$ cat src/rtl/pong_game_ctrl.sv
// Round sequencer for the LED-matrix Pong game.
// Generates movement ticks, serve pulses and keeps score.
module pong_game_ctrl #(
    parameter int TICK_DIV    = 2500000,
    parameter int WIN_SCORE   = 7,
    parameter int PAUSE_TICKS = 8
) (
    input  logic       clk,
    input  logic       rst,
    input  logic       btnStart,
    input  logic       missA,
    input  logic       missB,
    output logic       playing,
    output logic       padTick,
    output logic       ballTick,
    output logic       serve,
    output logic       serveB,
    output logic [3:0] scoreA,
    output logic [3:0] scoreB,
    output logic [1:0] winner
);

    localparam int DW = $clog2(TICK_DIV);
    localparam int PW = (PAUSE_TICKS > 1) ? $clog2(PAUSE_TICKS) : 1;

    typedef enum logic [2:0] {
        IDLE,
        SERVE,
        PLAY,
        POINT,
        OVER
    } state_t;

    state_t        state;
    logic [DW-1:0] divCnt;
    logic          tick;
    logic [PW-1:0] pauseCnt;
    logic          btnPrev;
    logic          startReq;
    logic          missAReq;
    logic          missBReq;
    logic          lastB;

    // Free-running prescaler; never disturbed by round state
    always_ff @(posedge clk) begin
        if (rst) begin
            divCnt <= '0;
            tick   <= 1'b0;
        end else begin
            tick <= (divCnt == DW'(TICK_DIV - 1));
            if (divCnt == DW'(TICK_DIV - 1))
                divCnt <= '0;
            else
                divCnt <= divCnt + 1'b1;
        end
    end

    // Register inputs; button edge and misses act one cycle later
    always_ff @(posedge clk) begin
        if (rst) begin
            btnPrev  <= 1'b0;
            startReq <= 1'b0;
            missAReq <= 1'b0;
            missBReq <= 1'b0;
        end else begin
            btnPrev  <= btnStart;
            startReq <= btnPrev & ~btnStart;
            missAReq <= missA & (state == PLAY);
            missBReq <= missB & (state == PLAY);
        end
    end

    // Round state machine with score, serve and winner registers
    always_ff @(posedge clk) begin
        if (rst) begin
            state    <= IDLE;
            pauseCnt <= '0;
            serve    <= 1'b0;
            serveB   <= 1'b0;
            scoreA   <= 4'd0;
            scoreB   <= 4'd0;
            winner   <= 2'b00;
            lastB    <= 1'b0;
        end else begin
            serve <= 1'b0;
            unique case (state)
                IDLE: begin
                    if (startReq) begin
                        state    <= SERVE;
                        pauseCnt <= '0;
                    end
                end
                SERVE: begin
                    if (tick) begin
                        if (pauseCnt == PW'(PAUSE_TICKS - 1)) begin
                            state <= PLAY;
                            serve <= 1'b1;
                        end else begin
                            pauseCnt <= pauseCnt + 1'b1;
                        end
                    end
                end
                PLAY: begin
                    if (missAReq && missBReq) begin
                        state    <= SERVE;
                        pauseCnt <= '0;
                    end else if (missAReq) begin
                        state  <= POINT;
                        scoreB <= scoreB + 4'd1;
                        serveB <= 1'b0;
                        lastB  <= 1'b1;
                    end else if (missBReq) begin
                        state  <= POINT;
                        scoreA <= scoreA + 4'd1;
                        serveB <= 1'b1;
                        lastB  <= 1'b0;
                    end
                end
                POINT: begin
                    if (lastB && scoreB == 4'(WIN_SCORE)) begin
                        state  <= OVER;
                        winner <= 2'b10;
                    end else if (!lastB && scoreA == 4'(WIN_SCORE)) begin
                        state  <= OVER;
                        winner <= 2'b01;
                    end else begin
                        state    <= SERVE;
                        pauseCnt <= '0;
                    end
                end
                OVER: begin
                    if (startReq) begin
                        state  <= IDLE;
                        scoreA <= 4'd0;
                        scoreB <= 4'd0;
                        winner <= 2'b00;
                        serveB <= 1'b0;
                    end
                end
                default: state <= IDLE;
            endcase
        end
    end

    // Enables decoded from registered state and tick only
    always_comb begin
        playing  = (state == SERVE) || (state == PLAY) ||
                   (state == POINT);
        padTick  = tick && ((state == SERVE) || (state == PLAY));
        ballTick = tick && (state == PLAY);
    end

endmodule

$ cat config.mk
export PLATFORM = sky130hd
export DESIGN_NAME = pong_game_ctrl
export DESIGN_NICKNAME = d
export VERILOG_FILES = /design/src/rtl/pong_game_ctrl.sv
export SDC_FILE = /design/constraint.sdc
export NUM_CORES = 1
export LEC_CHECK = 0
export CAP_MARGIN = 10
export CORE_MARGIN = 5
export CORE_UTILIZATION = 55
export CTS_BUF_LIST = sky130_fd_sc_hd__clkbuf_8
export DETAILED_ROUTE_END_ITERATION = 16
export MAX_ROUTING_LAYER = met4
export PLACE_DENSITY_LB_ADDON = 0.25
export SETUP_SLACK_MARGIN = 0.4
export SLEW_MARGIN = 30
export SYNTH_ARGS = -nofsm -noshare
export SYNTH_HDL_FRONTEND = slang
export SYNTH_SLANG_ARGS = --single-unit
export TNS_END_PERCENT = 20
$ cat constraint.sdc
create_clock -name clk -period 2.85 [get_ports clk]
set_input_delay 0.285 -clock clk [delete_from_list [all_inputs] [get_ports clk]]
set_output_delay 0.285 -clock clk [all_outputs]
set_load 0.01 [all_outputs]
**After elaboration in Yosys (flattened, before gate mapping)**

Index checks and enable logic that the tools add are counted.

- Logic and storage cells: 106
- Bits in registers: 46

- Reduce and logical (&&, ||, !) cells: 22
- Muxes and demuxes: 36
- Bitwise operators: 7
- Equal/unequal tests: 23
- $add $sub $neg: 4

Operator list:

| operator | number |
|---|---|
| 2-to-1 mux 3 bit | 14 |
| 2-to-1 mux 4 bit | 6 |
| adder 22 x 1 -> 22 bit, second input constant | 1 |
| == test 22 bit, second input constant | 1 |
| inequality test 2 bit, second input constant | 11 |
| one-hot mux 4 bit (2 select lines) | 2 |
| one-hot mux 3 bit (5 select lines) | 1 |
| one-hot mux 3 bit (4 select lines) | 1 |
| AND reduction 5 bit | 2 |
| adder 4 x 1 -> 4 bit, second input constant | 2 |
| == test 4 x 3 -> 1 bit, second input constant | 2 |
| AND reduction 4 bit | 2 |
| 2-to-1 mux 1 bit | 7 |
| AND reduction 7 bit | 1 |
| == test 3 x 2 -> 1 bit, second input constant | 2 |
| == test 3 bit, second input constant | 2 |
| 2-to-1 mux 2 bit | 3 |
| inequality test 3 bit, second input constant | 2 |
| AND reduction 3 bit | 2 |
| nonzero test 2 bit | 3 |
| logical AND 1 bit | 5 |
| inequality test 4 x 3 -> 1 bit, second input constant | 1 |
| inverter 1 bit | 4 |
| one-hot mux 2 bit (2 select lines) | 1 |
| other kinds (11) | 14 |

**Depth between registers and ports, before layout**

Gate-level depths: netlist (run 1).

- Depth in word-level cells: 5
- Gate-level depth with buffers: 6
- Depth with buffers taken out: 6

**Least setup slack after synthesis (run 1)**

Ideal clock, no wire load.

- Kind: reg2reg
- Start point: register divCnt[9]
- End point: register divCnt[19]
- Cell stages (with the launch flop): 6
- Library setup time: 125 ps
- Buffers on the path: 1
- Setup slack: 1,183 ps
- Data arrival time: 1,542 ps
- Required time: 2,725 ps
- Path through: dfxtp_1 -> or4b_1 -> nor4_2 -> a31o_2 -> buf_6 -> a21oi_1

- Word-level cells in the longest chain between the ends: 2
- Elaborated cells on any way between the ends: 3
- Those cells by class: add/sub (1); eq/ne (1); reduce/logical (1)

RTL lines:

| item | line | text |
|---|---|---|
| from (decl) | 35 | `logic [DW-1:0] divCnt;` |
| from (signal assigned) | 54 | `divCnt <= divCnt + 1'b1;` |
| branches (longest 2 deep; another with adder 22 x 1 -> 22 bit) | n/a |  |

Parallel ways; which one is timed is not known.
A chain may end at the register's enable or synchronous reset.

**Worst setup path in the final report (run 1)**

- Start point: register state[0]
- End point: output port playing

- Word-level cells in the longest chain between the ends: 3
- Elaborated cells on any way between the ends: 5
- Those cells by class: eq/ne (3); reduce/logical (2)

RTL lines:

| item | line | text |
|---|---|---|
| from (decl) | 34 | `state_t state;` |
| from (signal assigned) | 76 | `state <= IDLE;` |
| from (signal assigned) | 89 | `state <= SERVE;` |
| from (signal assigned) | 96 | `state <= PLAY;` |
| == test 3 x 1 -> 1 bit / == test 3 x 2 -> 1 bit (equally long branches) | 147 | `playing = (state == SERVE) \|\| (state == PLAY) \|\|` |
| logical OR 1 bit | 147 |  |
| logical OR 1 bit (*) | 147 |  |
| to (decl) | 13 | `output logic playing,` |

Every way passes the cells marked *; elsewhere a longest branch is shown, timed or not.

==> metrics, run 1 <==
die height 73.21 um; Worst setup SP type flop; TNS Setup 0 ns; Worst-path clk slew approximately 0.090 ns; Top Layer Used met4; Max-Slew Margin vs Limit a little under three fifths; Mean Syn Cell Area ~8.9 um^2; # setup viols final 0; commonest non-fill, non-tap cell in the layout dfxtp_1; pin count of the biggest net entering global routing 24; FF-to-FF setup slack ~0.9 ns; hold path endpoint startReq$_SDFF_PP0_; # fillers 330; root buffer cell clkbuf_8; WL met1 1.838 mm; Post-Layout Cell Count just over 300; GRT Total Usage a little under a fifth; synth top area cells dfxtp_1 (42%), xor2_1 (4.8%), a21oi_1 (4.6%), nor2_1 (4.3%), ha_1 (4.0%); CP Capture Type output port; Crit Path Class flop to output port; pre-CTS worst setup slack between 0.8 and 0.9 ns; metal2 WL between 2 and 2.5 mm; Synth area leader dfxtp_1; number of max-cap violations 0; Buffers on Ports 19; die area 0.005359 mm^2; Area Growth Syn to Fin 13.95%; core box area 0.003943 mm^2; Cell variety after synth 46; syn nets ~260; GR Overflow Total 0; Finished Cell Area approximately 0.0025 mm^2; H-tree levels 2; # diodes 0; initial antenna violation count 0; RSZ-0062 raised after global routing no; final hold violations 0; sequential area share after synthesis around two fifths; dpl cells 302; Post-synth EDFFs 0; Primary FF master, synth dfxtp_1; hold slack 0.4630 ns; maximum vdd ir drop slightly below 0.4 mV; first-pass GRT wire length ~7.4 mm; Post-Syn Instances ~250; WP data required 2.57 ns; Ports 20; status finished, final reports clean; post-detail-place hpwl about 3 mm; R2R Path Start divCnt[9]$_SDFF_PP0_; CTS tree done; Leakage 0.8591 nW; Crit Path Max Fanout 23; WL met3 between 200 and 250 um; Routed WL between 4 and 5 mm; TritonCTS buffer count 5; Slew Limit Fails 0; DR WL/cell around 14 um; minimum clock period between 2 and 2.5 ns; DRT Pass-1 Iters 4; clk sinks 46; ys async rst share 0%; Placed Area around 0.0024 mm^2; Hold Crit Start btnPrev$_SDFF_PP0_; post-layout util a little under two thirds; Max stage delay on crit path 0.76 ns; Cell Pwr Density 513.0 mW/mm^2; post-synth design cell area 0.002197 mm^2; ratio of cells with drive above 1 in the final layout under 10%; YS warnings 0; # DRC 0; CP Cell Sequence inv_1 -> a21oi_1 -> clkdlybuf4s50_1; clock skew 0.01098 ns; Hold Crit Class flop to flop; Post-CTS Setup Inserts 0; CTS Buffer Depth 2; Skew-Pair Late Insertion Delay ~0.30 ns; via count around 1800; Placer Congestion about 0.79; vias in the first global route ~1700; vias per inst between 5 and 6; Reg-to-Reg End divCnt[2]$_SDFF_PP0_; Starting Density a little under three fifths; post-route ant nets 0; Hold Crit Depth 1; fin crit share 80.07%; DR iter-0 viols 94; PnR Total Power ~1.3 mW; Crit-path slowest cell dfxtp_1; Final Net Count between 200 and 300; Die W 73.21 um; Worst-Margin Slew 0.6727 ns; row count 23; final setup margin around 0.57 ns; r2r worst-path depth 4; Arr. time, crit path approximately 2.0 ns; count of state elements after synthesis 46; top cell type's share of synthesized area 41.91%; Max Clk Rate ~440 MHz; most frequent cells in the layout dfxtp_1 (46), nor2_1 (25), a21oi_1 (20), clkdlybuf4s50_1 (19), xor2_1 (12)
[logic make-up (layout without fill, tap and decap cells)]
logic type | after synthesis | count (layout) | share of synthesized area [%]
muxes | 5 | 5 | 2.278
adders and majority gates | 7 | 7 | 3.986
xor gates and xnor gates | 16 | 16 | 6.378
and+or+nand+nor | 108 | 108 | 29.39
DFF | 46 | 46 | 41.91
AOI/OAI and AO/OA | 43 | 43 | 11.56
buffers and inverters | 21 | 35 | 4.499
[how the worst max path moves through the flow]
stage	start	endpoint	slack, ns	cells after the start
floorplan	divCnt[9]$_SDFF_PP0_	divCnt[19]$_SDFF_PP0_	1.18	5
global placement	state[0]$_SDFFE_PP0P_	ballTick	0.90	3
detailed placement	state[0]$_SDFFE_PP0P_	ballTick	0.86	3
CTS	state[0]$_SDFFE_PP0P_	ballTick	0.51	3
global route	state[0]$_SDFFE_PP0P_	playing	0.41	3
finish	state[0]$_SDFFE_PP0P_	playing	0.57	3
[final cells by class]
cell class                 instances  area, um^2  share of cell area, %
multi-input combinational        179        1182                  47.23
sequential                        46       920.9                  36.78
timing repair buffer              20       197.7                  7.896
clock buffer                       5       68.82                  2.749
tap                               50       62.56                  2.499
clock inverter                     3       45.04                  1.799
inverter                           7       26.28                  1.049
[where the power goes]
part           leakage, nW  switching (mW)  internal (mW)  total (mW)
Sequential           0.372          0.0347          0.655       0.689
Clock               0.0504           0.225          0.261       0.486
Combinational        0.437          0.0568         0.0523       0.109
[timing repair]
action / 4_1_cts / 5_1_grt
gates resized for setup: 0 / 1
setup endpoints to repair: 0 / 1
hold buffers: 0 / 0
[worst max-delay path: cells and delay by family (launching register included)]
family / cells / cell delay, ns
compound gates: 1 / 0.18
flops: 1 / 0.76
buf+inv: 2 / 0.75
[per-layer routing]
metal | GRT usage, % | vias to the layer above
met5 | - | -
met4 | 5.328 | 0
met3 | 4.959 | 4
met2 | 30.69 | 46
met1 | 20.63 | 853
li1 | - | 919
[sequential cells by signal, indices dropped and copies added (netlist names)]
name,cells
btnPrev,1
divCnt,22
lastB,1
missAReq,1
missBReq,1
pauseCnt,3
scoreA,4
scoreB,4
serve,1
serveB,1
startReq,1
state,3
tick,1
winner,2
[Yosys cell counts, types with 7 or more instances]
cell type	count
a21oi_1	20
xor2_1	12
or3_1	7
nor2_1	25
nand2_1	10
dfxtp_1	46
nand3_1	11
nand4_1	10
o21ai_0	10
inv_1	7
clkbuf_1	7
ha_1	7
(Power assumes the default switching activity.)
==> run 2: changes to the inputs <==
Clock period 2.85 ns to 2.3 ns, I/O delays scaled along.
==> run 2 against run 1 <==
  * Sequential cell count unchanged
  * Count of clock-buffer cells in the layout unchanged
  * Worst hold slack got worse by 0.013 ns
  * Worst setup slack got worse by 0.10 ns
  * Largest cell class unchanged
  * Global-route usage rose by 0.072 points
  * Register-to-register slack lost 0.41 ns
  * Power rose by 14%
  * Critical endpoint is now scoreA[3]$_SDFFE_PP0P_
  * Via count fell by 0.99%
  * Cell count grew 2.3%
  * Sequential power rose by 20%
  * Clock power down 5.1%
==> metrics, run 2 (synthesis results as in run 1) <==
via count between 1500 and 2000; CTS hold repair buffers 0; final hold violations 0; Crit Path Class flop to flop; Ports 20; Logic pwr share 12.1%; TritonCTS buffer count 5; Worst-path clk slew about 0.090 ns; r2r worst-path depth 5; Arr. time, crit path slightly above 2 ns; TNS Setup 0 ns; number of max-cap violations 0; FF-to-FF setup slack 0.47 ns; final setup margin between 0.4 and 0.5 ns; H-tree levels 2; first-pass GRT wire length ~7.5 mm; # setup viols final 0; Buffers on Ports 19; Final Net Count between 200 and 300; Skew-Pair Late Insertion Delay 0.30 ns; Starting Density 55.73%; Sequential Power Share between 50 and 60%; Crit Path Max Fanout 8; Cell Pwr Density about 580 mW/mm^2; # DRC 0; initial antenna violation count 0; Hold Crit Depth 1; DR WL/cell approximately 13 um; WP data required approximately 2.5 ns; Max-Slew Margin vs Limit between 50% and 60%; vias per inst between 5 and 6; Crit-path slowest cell or4_1; Hold Crit Class flop to flop; hold path endpoint startReq$_SDFF_PP0_; Routed WL 4.256 mm; Die W 73.21 um; GR Overflow Total 0; clock skew around 0.0099 ns; CTS Buffer Depth 2; dpl cells just over 300; Worst-Margin Slew between 0.6 and 0.7 ns; CP Capture Type flop; top flop regs divCnt (22), scoreA (4), scoreB (4); Leakage around 0.93 nW; Area Growth Syn to Fin 16.00%; # fillers 344; Slew Limit Fails 0; Worst setup SP type flop; P_sw 0.3768 mW; DR iter-0 viols ~130; GRT Total Usage between 15 and 20%; Hold Crit Start btnPrev$_SDFF_PP0_; most frequent cells in the layout dfxtp_1 (46), nor2_1 (25), a21oi_1 (20), clkdlybuf4s50_1 (17), xor2_1 (12); post-detail-place hpwl around 3 mm; Max stage delay on crit path ~0.5 ns; ratio of cells with drive above 1 in the final layout slightly below 8%; pre-CTS worst setup slack roughly 0.37 ns; row count 23; RSZ-0062 raised after global routing yes; die height 73.21 um; Biggest register divCnt; vias in the first global route about 1700; CP bufs+invs 0; CP Cell Sequence ha_1 -> nor4b_1 -> a21boi_1 -> or4_1 -> a21oi_1; status finished, final reports clean; clk sinks 46; core box area a little under 0.004 mm^2; DRT Pass-1 Iters 4; # diodes 0; CTS tree done; clock share of power approximately a third; post-layout util roughly 65%; switching power share of the total approximately 26%; fin crit share about four fifths; R2R Path Start missAReq$_SDFF_PP0_; minimum clock period approximately 1.8 ns; commonest non-fill, non-tap cell in the layout dfxtp_1; Post-Layout Cell Count between 300 and 400; root buffer cell clkbuf_8; pin count of the biggest net entering global routing 23; Max Clk Rate roughly 550 MHz; Largest register FFs 22; maximum vdd ir drop 0.3420 mV; Top delay family on crit path simple AND/OR/NAND/NOR gates; Placer Congestion roughly 0.76; PnR Total Power 1.466 mW; Power Internal about 1.1 mW; Reg-to-Reg End scoreA[3]$_SDFFE_PP0P_; die area approximately 0.0054 mm^2; post-route ant nets 0
[run 2: final cells by class]
| type | instances | area, um^2 | share of cell area (%) |
|---|---|---|---|
| inverters | 7 | 26.28 | 1.031 |
| clock inverters | 2 | 10.01 | 0.3927 |
| well taps | 50 | 62.56 | 2.455 |
| flip-flops and latches | 46 | 920.9 | 36.13 |
| multi-input cells | 179 | 1197 | 46.98 |
| clock buffers | 5 | 68.82 | 2.700 |
| repair buffers | 28 | 262.8 | 10.31 |
[run 2: timing repair]
action / in CTS / in global routing
buffers inserted: 0 / 1
cloned: 0 / 0
resized for setup: 3 / 3
pin swaps: 0 / 1
setup endpoints to repair: 19 / 30
[run 2: power by group through the flow]
| stage | registers [mW] | logic (mW) | clock network, mW |
|---|---|---|---|
| floorplan | 0.840 | 0.129 | 0 |
| global placement | 0.843 | 0.171 | 0 |
| detailed placement | 0.843 | 0.173 | 0 |
| CTS | 0.828 | 0.178 | 0.482 |
| global route | 0.830 | 0.196 | 0.509 |
| finish | 0.828 | 0.178 | 0.461 |
[run 2: how the worst max path moves through the flow]
stage                                      from                      to  slack, ns  cells past startpoint
final                       missAReq$_SDFF_PP0_  scoreA[3]$_SDFFE_PP0P_       0.47                      5
after global routing       divCnt[5]$_SDFF_PP0_    divCnt[2]$_SDFF_PP0_       0.36                      4
after CTS                 state[1]$_SDFFE_PP0P_                 padTick       0.39                      4
after detailed placement   divCnt[9]$_SDFF_PP0_    divCnt[2]$_SDFF_PP0_       0.37                      4
after global placement     divCnt[5]$_SDFF_PP0_    divCnt[3]$_SDFF_PP0_       0.42                      4
after floorplan            divCnt[9]$_SDFF_PP0_   divCnt[19]$_SDFF_PP0_       0.63                      5
[run 2: metrics by stage]
step           hold slack, ns  cell area, um^2
2_1_floorplan          0.3058             2197
3_3_place_gp           0.4404             2437
3_5_place_dp           0.4446             2437
4_1_cts                0.4578             2536
5_1_grt                0.4807             2549
6_report               0.4497             2549
[run 2: per-layer routing]
| layer | up-vias | part of all wire, % | track usage, % |
|---|---|---|---|
| met3 | 5 | 4.5 | 3.857 |
| met5 | - | 0 | - |
| met1 | 840 | 46 | 22.36 |
| met2 | 33 | 48 | 29.10 |
| li1 | 926 | - | - |
| met4 | 0 | 1.2 | 6.557 |
==> run 3: changes to the inputs <==
Clock period 2.3 ns to 1.78 ns, I/O delays scaled along.
==> run 3 against run 2 <==
  * Worst setup slack got worse by 0.47 ns
  * Combinational power grew 73%
  * Final area grew 17%
  * The flow now finishes with violations (setup timing)
  * Largest cell class unchanged
  * Highest routed layer unchanged
  * Sequential cell count did not move
==> metrics, run 3 (synthesis results as in run 1) <==
DRT Pass-1 Iters 5; vias in the first global route 1799; Worst-path clk slew roughly 0.08 ns; Worst-Margin Slew 0.4456 ns; via count between 1500 and 2000; Leakage between 1 and 1.5 nW; row count 23; CTS tree done; final setup margin -0.002060 ns; # setup viols final 2; failing checks setup timing; Slew Limit Fails 0; Starting Density 55.73%; Skew-Pair Late Insertion Delay ~0.3 ns; CTS Buffer Depth 2; status finished with violations; hold slack about 0.44 ns; final hold violations 0; commonest non-fill, non-tap cell in the layout dfxtp_1; Crit Path Max Fanout 11; core box area 0.003943 mm^2; Worst setup SP type flop; Cell Pwr Density 676.0 mW/mm^2; DR iter-0 viols ~140; maximum vdd ir drop 0.4740 mV; Crit Path Class flop to flop; CP Capture Type flop; # diodes 0; vias per inst 5.837; Max Clk Rate approximately 560 MHz; pin count of the biggest net entering global routing 23; top flop regs divCnt (22), scoreA (4), scoreB (4); WP data required roughly 2 ns; first-pass GRT wire length 8.162 mm; Routed WL between 5 and 6 mm; Arr. time, crit path around 2.0 ns; Buffers on Ports 19; number of max-cap violations 0; root buffer cell clkbuf_8; GR Overflow Total 0; # fillers approximately 280; ratio of cells with drive above 1 in the final layout ~29%; # DRC 0; post-detail-place hpwl approximately 3.2 mm; TNS Setup -0.003412 ns; Max-Slew Margin vs Limit between 70% and 80%; Final Net Count 300; die height about 73 um; DR WL/cell between 15 and 20 um; Largest register FFs 22; minimum clock period roughly 1.8 ns; TritonCTS buffer count 5; Hold Crit Class input port to flop; die area around 0.0054 mm^2; initial antenna violation count 0; Die W about 73 um; clock skew 0.008106 ns; RSZ-0062 raised after global routing yes; Biggest register divCnt; GRT Total Usage between 20% and 30%; pre-CTS worst setup slack 0.02808 ns; H-tree levels 2; clk sinks between 40 and 50; Placer Congestion roughly 0.79; most frequent cells in the layout dfxtp_1 (36), nor2_1 (25), buf_4 (24), xor2_1 (12), a21oi_1 (11); Ports 20; post-route ant nets 0; Area Growth Syn to Fin 35.59%; fin crit share 100.1%
-- run 3: changes by cell type in the layout (fill, tap and decap cells not counted), moves of 4 or more --
cell	previous run	this run
dfxtp_1	46	36
a21oi_1	20	11
dfxtp_2	0	7
dlymetal6s2s_1	2	10
ha_1	7	3
buf_4	9	24
clkdlybuf4s50_1	17	6
a21oi_2	0	8
-- run 3: worst max-delay path: stages (launching register included) --
cell and delay [ns]:
dfxtp_2 0.35, or4b_4 0.55, nor4_4 0.33, a31o_4 0.23
clkbuf_16 0.16, a21oi_1 0.04
-- run 3: area by class of cell --
cell class / instances / area (um^2) / share of cell area (%)
multi-input combinational: 179 / 1393 / 46.75
sequential: 46 / 940.9 / 31.58
timing repair buffer: 49 / 474.2 / 15.92
clock buffer: 6 / 82.58 / 2.772
tap: 50 / 62.56 / 2.100
inverter: 7 / 26.28 / 0.8820
-- run 3: worst paths after layout --
kind | start | endpoint | slack, ns | depth (start not counted)
max | divCnt[9]$_SDFF_PP0_ | divCnt[21]$_SDFF_PP0_ | -0.002 | 5
min | btnStart | startReq$_SDFF_PP0_ | 0.44 | 2
max reg2reg | divCnt[9]$_SDFF_PP0_ | divCnt[21]$_SDFF_PP0_ | -0.002 | 5
min reg2reg | btnPrev$_SDFF_PP0_ | startReq$_SDFF_PP0_ | 0.46 | 1
-- run 3: power by group --
group	internal (mW)	leakage, nW	switching (mW)
combinational	0.128	0.840	0.181
clock	0.300	0.0431	0.332
sequential	1.05	0.377	0.0266
-- run 3: timing repair --
action	CTS	global route
resized for setup	24	55
buffers inserted	7	0
cloned	0	1
hold buffers	0	0
setup endpoints to repair	54	55
pin swaps	5	28
-- run 3: metal layers --
layer	GRT usage [%]	share of wire, %	up-vias
met4	8.607	2.4	0
li1	-	-	973
met2	30.78	50	51
met1	25.13	43	928
met5	-	0	-
met3	4.683	5.1	15
-- run 3: through the flow --
stage | total power, mW | instance area [um^2] | util [%] | instances
floorplan | 1.252 | 2200 | - | 246
global placement | 1.332 | 2557 | 64.87 | 323
detailed placement | 1.338 | 2557 | 64.87 | 323
CTS | 1.972 | 2744 | 69.60 | 336
global route | 2.084 | 2979 | 75.56 | 337
finish | 2.014 | 2979 | 75.56 | 337
